==> src/rtl/ula_8bits_seq.sv <==
// 8-bit ALU built from a single 74181-style 4-bit slice, time-multiplexed
// over two cycles (low nibble, then high nibble) under a small FSM.

// Active-high-data 74181 slice: cn and cn4 are active-low carries.
module ula_74181 (
  input  logic [3:0] a,
  input  logic [3:0] b,
  input  logic [3:0] s,
  input  logic       m,
  input  logic       cn,
  output logic [3:0] f,
  output logic       cn4,
  output logic       a_eq_b
);

  logic [3:0] x_s;
  logic [3:0] y_s;
  logic [4:0] sum_s;

  // Propagate/generate terms; arithmetic is x + y + carry, logic is xnor(x, y)
  always_comb begin
    x_s   = a | (b & {4{s[0]}}) | (~b & {4{s[1]}});
    y_s   = (a & ~b & {4{s[2]}}) | (a & b & {4{s[3]}});
    sum_s = {1'b0, x_s} + {1'b0, y_s} + {4'b0000, ~cn};
    if (m) begin
      f = ~(x_s ^ y_s);
    end else begin
      f = sum_s[3:0];
    end
    cn4    = ~sum_s[4];
    a_eq_b = &f;
  end

endmodule

module ula_8bits_seq (
  input  logic       clk,
  input  logic       rst_n,
  input  logic       start,
  input  logic [7:0] a,
  input  logic [7:0] b,
  input  logic [3:0] s,
  input  logic       m,
  input  logic       c_in,
  output logic       busy,
  output logic       done,
  output logic [7:0] f,
  output logic       c_out,
  output logic       a_eq_b
);

  typedef enum logic [1:0] {
    ST_IDLE = 2'b00,
    ST_LOW  = 2'b01,
    ST_HIGH = 2'b10,
    ST_DONE = 2'b11
  } state_t;

  state_t     state_r;
  state_t     state_next_s;

  logic [7:0] a_r;
  logic [7:0] b_r;
  logic [3:0] s_r;
  logic       m_r;
  logic       c_in_r;
  logic       carry_r;
  logic       eq_lo_r;
  logic [7:0] f_r;
  logic       c_out_r;
  logic       a_eq_b_r;

  logic [3:0] slice_a_s;
  logic [3:0] slice_b_s;
  logic       slice_cn_s;
  logic [3:0] slice_f_s;
  logic       slice_cn4_s;
  logic       slice_eq_s;

  // State register
  always_ff @(posedge clk or negedge rst_n) begin
    if (!rst_n) begin
      state_r <= ST_IDLE;
    end else begin
      state_r <= state_next_s;
    end
  end

  // Next-state logic; start is only honoured when not busy
  always_comb begin
    state_next_s = state_r;
    case (state_r)
      ST_IDLE, ST_DONE: begin
        if (start) begin
          state_next_s = ST_LOW;
        end else begin
          state_next_s = ST_IDLE;
        end
      end
      ST_LOW:  state_next_s = ST_HIGH;
      ST_HIGH: state_next_s = ST_DONE;
      default: state_next_s = ST_IDLE;
    endcase
  end

  // Output decode and slice operand multiplexing
  always_comb begin
    busy       = 1'b0;
    done       = 1'b0;
    slice_a_s  = a_r[3:0];
    slice_b_s  = b_r[3:0];
    slice_cn_s = c_in_r;
    case (state_r)
      ST_LOW: begin
        busy = 1'b1;
      end
      ST_HIGH: begin
        busy       = 1'b1;
        slice_a_s  = a_r[7:4];
        slice_b_s  = b_r[7:4];
        slice_cn_s = carry_r;
      end
      ST_DONE: begin
        done = 1'b1;
      end
      default: begin
        busy = 1'b0;
      end
    endcase
  end

  ula_74181 u_slice (
    .a      (slice_a_s),
    .b      (slice_b_s),
    .s      (s_r),
    .m      (m_r),
    .cn     (slice_cn_s),
    .f      (slice_f_s),
    .cn4    (slice_cn4_s),
    .a_eq_b (slice_eq_s)
  );

  // Operand capture and nibble-wise result accumulation
  always_ff @(posedge clk or negedge rst_n) begin
    if (!rst_n) begin
      a_r      <= 8'h00;
      b_r      <= 8'h00;
      s_r      <= 4'h0;
      m_r      <= 1'b0;
      c_in_r   <= 1'b0;
      carry_r  <= 1'b0;
      eq_lo_r  <= 1'b0;
      f_r      <= 8'h00;
      c_out_r  <= 1'b0;
      a_eq_b_r <= 1'b0;
    end else begin
      case (state_r)
        ST_IDLE, ST_DONE: begin
          if (start) begin
            a_r    <= a;
            b_r    <= b;
            s_r    <= s;
            m_r    <= m;
            c_in_r <= c_in;
          end
        end
        ST_LOW: begin
          f_r[3:0] <= slice_f_s;
          carry_r  <= slice_cn4_s;
          eq_lo_r  <= slice_eq_s;
        end
        ST_HIGH: begin
          f_r[7:4] <= slice_f_s;
          c_out_r  <= slice_cn4_s;
          a_eq_b_r <= eq_lo_r & slice_eq_s;
        end
        default: begin
          f_r <= f_r;
        end
      endcase
    end
  end

  assign f      = f_r;
  assign c_out  = c_out_r;
  assign a_eq_b = a_eq_b_r;

endmodule
==> config.mk <==
export PLATFORM = sky130hd
export DESIGN_NAME = ula_8bits_seq
export DESIGN_NICKNAME = d
export VERILOG_FILES = /design/src/rtl/ula_8bits_seq.sv
export SDC_FILE = /design/constraint.sdc
export NUM_CORES = 1
export LEC_CHECK = 0
export CAP_MARGIN = 20
export CORE_AREA = 4 4 63 65
export CTS_CLUSTER_DIAMETER = 30
export CTS_CLUSTER_SIZE = 28
export DETAILED_ROUTE_END_ITERATION = 7
export DIE_AREA = 0 0 67 69
export GPL_ROUTABILITY_DRIVEN = 0
export PLACE_DENSITY = 0.81
export SLEW_MARGIN = 20
export SYNTH_ARGS = -nofsm -noshare
export SYNTH_HDL_FRONTEND = slang
export SYNTH_SLANG_ARGS = --single-unit
==> constraint.sdc <==
create_clock -name clk -period 7.2 [get_ports clk]
set_input_delay 1.44 -clock clk [delete_from_list [all_inputs] [get_ports clk]]
set_output_delay 1.44 -clock clk [all_outputs]
set_load 0.02 [all_outputs]
==> flow_metrics.py <==
metrics = {
    "detailed_routing": {
        "route.detailed.wl_per_inst_um": 14.41,
        "drt_iter0_markers": 70,
        "route.vias.total": 1179,
        "dr.pass1.iters": 4,
        "avgViaCountPerCell": 5.263,
        "routed_wl_um": 3227,
        "drc": 0,
        "wl_met2_um": 1680,
        "routed.top_layer": "met4",
        "wl_met1_um": 1284,
        "ant_nets": 0,
        "wl_met3_um": 200,
    },
    "worst_setup_path": {
        "worstSetupStartpointType": "register",
        "cp_data_arrival_time_ps": 3840,
        "cp-end-kind": "register",
        "cp.required_ps": 7470,
        "worstSetupPathType": "reg -> reg",
        "r2r_cells": 11,
        "crit_fanout": 17,
        "r2r-end": "a_eq_b",
        "timing.rr.start": "state_r[0]",
        "reg2reg_setup_slack_ps": 3630,
    },
    "pwr": {
        "p_per_area_mw_per_mm2": 566.5,
        "p_leak_nw": 0.9965,
        "total_power_mw": 1.275,
        "peakVddDrop_mv": 0.2270,
    },
    "clock_network": {
        "htreeDepth": 2,
        "cts_tree": "built",
        "clkTransAtPathRegs_ps": 100,
        "cts_sinks": 36,
        "cts-hold-fix-buffers": 0,
        "numCtsBuffers": 5,
        "cts_buffer_depth": 2,
        "cts_resized": 0,
        "post_cts_buffers": 0,
        "root_buffer": "clkbuf_4",
        "clk_latency_ps": 340,
    },
    "sta": {
        "slew_viol_final": 0,
        "setup_tns_ps": 0,
        "hold_violations": 0,
        "finalWorstSetupSlack_ps": 3634,
        "slew_headroom_pct": 38.93,
        "rsz0062_at_grt": "false",
        "final.min_clock_period_ps": 3566,
        "post-route-period-util_pct": 49.53,
        "fmax_ghz": 0.2804,
        "whs_ps": 498.8,
        "tightest_slew_ps": 913.9,
        "finClkSkew_ps": 6.858,
        "finalSetupViolCount": 0,
    },
    "floorplan": {
        "die_area_mm2": 0.004623,
        "start_util_pct": 53.99,
        "core_mm2": 0.003337,
        "fp.dieW_um": 67,
        "io_pins": 37,
        "row_count": 21,
        "die_h_um": 69,
    },
    "synthesis": {
        "ys.flop_type": "dfrtp_1",
        "synth-seq-cells": 36,
        "syn_area_mm2": 0.001802,
        "synth_cell_types": 27,
        "synth_warnings": 0,
        "avgSynthCellArea_um2": 12.96,
        "postSynth.asyncResetShare_pct": 100.0,
        "synth_edf_count": 0,
        "synthesis.nets": 173,
        "synth_cells": 139,
        "yosysSeqAreaShare_pct": 50.00,
    },
    "placed_design": {
        "dpl_cell_area_mm2": 0.002192,
        "hpwl_um": 2481,
        "place_ws_ps": 3619,
        "dp.cells": 216,
        "numPortBuffers": 36,
    },
    "cells_and_area": {
        "final_core_util_pct": 67.45,
        "fin_area_mm2": 0.002251,
        "antennaDiodeCount": 0,
        "nFillCells": 256,
        "syn2layout_area_growth_pct": 24.93,
        "fin_cells": 224,
        "final_cell_mix": "dfrtp_1, clkdlybuf4s50_1, mux2_2",
        "drive_above_1_share_pct": 20.22,
        "finalNetCount": 211,
    },
    "hold_path": {
        "hold_depth": 1,
        "holdPathEnd": "a_r[4]",
        "hold_path.class": "reg -> reg",
        "holdCritStartpoint": "a_r[4]",
    },
    "run": {
        "cap_violations": 0,
    },
    "global_route": {
        "grt-ovfl-total": 0,
        "antenna_found_initial": 0,
        "grt_usage_pct": 16.11,
        "grt_pass1_wl_um": 5589,
        "grt_max_degree": 37,
        "grt_pass1_vias": 1276,
    },
    "outcome": {
        "status": "complete, no violations",
    },
}
-- Yosys cell counts, drive strengths merged (2+ instances only) --
cell | instances | share of area [%]
inv | 10 | 2.1
buf | 5 | 1.7
fa | 2 | 2.2
nor2 | 6 | 1.2
nand2 | 6 | 1.2
nor3b | 2 | 0.83
mux2i | 19 | 11
a21oi | 3 | 0.83
xnor2 | 2 | 0.97
ha | 7 | 4.9
mux2 | 30 | 19
dfrtp | 36 | 50
-- logic make-up (layout without fill, tap and decap cells) --
logic type	Yosys count	count (layout)	share of synthesized area, %
xor+xnor	3	3	1.459
compound gates	10	10	3.958
simple gates	16	16	3.958
flops	36	36	50.00
mux	49	49	29.51
buf+inv	16	55	4.027
fa+ha+maj	9	9	7.083
-- registers in the layout, indices dropped and copies added (netlist names) --
register / flops
a_r: 8
carry_r: 1
a_eq_b: 1
s_r: 4
f: 8
state_r: 2
c_out: 1
c_in_r: 1
m_r: 1
eq_lo_r: 1
b_r: 8
-- layout make-up --
| type | count | area, µm² | area share, % |
|---|---|---|---|
| Sequential cell | 36 | 900.9 | 40.02 |
| Multi-Input combinational cell | 87 | 828.3 | 36.80 |
| Timing Repair Buffer | 37 | 367.9 | 16.34 |
| Clock buffer | 8 | 58.81 | 2.613 |
| Tap cell | 46 | 57.56 | 2.557 |
| Inverter | 10 | 37.54 | 1.668 |
-- per-layer routing --
layer / vias to the layer above / GRT usage, %
met5: - / 0
met4: 0 / 6.306
met3: 6 / 6.494
met2: 31 / 27.18
met1: 589 / 17.62
li1: 553 / -
-- critical path, stage by stage (launching register included) --
cell and delay (ps):
dfrtp_1 410, inv_1 60, ha_1 700, mux2i_1 390
mux2i_1 230, nor2_1 90, fa_1 450, inv_1 90
fa_1 440, nor3b_1 290, o2111ai_1 160, o2bb2ai_1 190
-- power breakdown --
| group | internal [mW] | switching (mW) | total [mW] | leakage [nW] |
|---|---|---|---|---|
| Combinational | 0.398 | 0.392 | 0.790 | 0.538 |
| Clock | 0.0482 | 0.0630 | 0.111 | 0.0326 |
| Sequential | 0.306 | 0.0675 | 0.374 | 0.426 |
-- worst max-delay path by stage --
stage	startpoint	end	slack [ps]	cells after the start
6_report	state_r[0]	a_eq_b	3630	11
3_5_place_dp	state_r[0]	a_eq_b	3620	11
4_1_cts	state_r[0]	a_eq_b	3580	11
3_3_place_gp	state_r[0]	a_eq_b	3830	11
5_1_grt	state_r[0]	a_eq_b	3320	11
2_1_floorplan	state_r[0]	a_eq_b	4390	12
(Power assumes the default switching activity.)
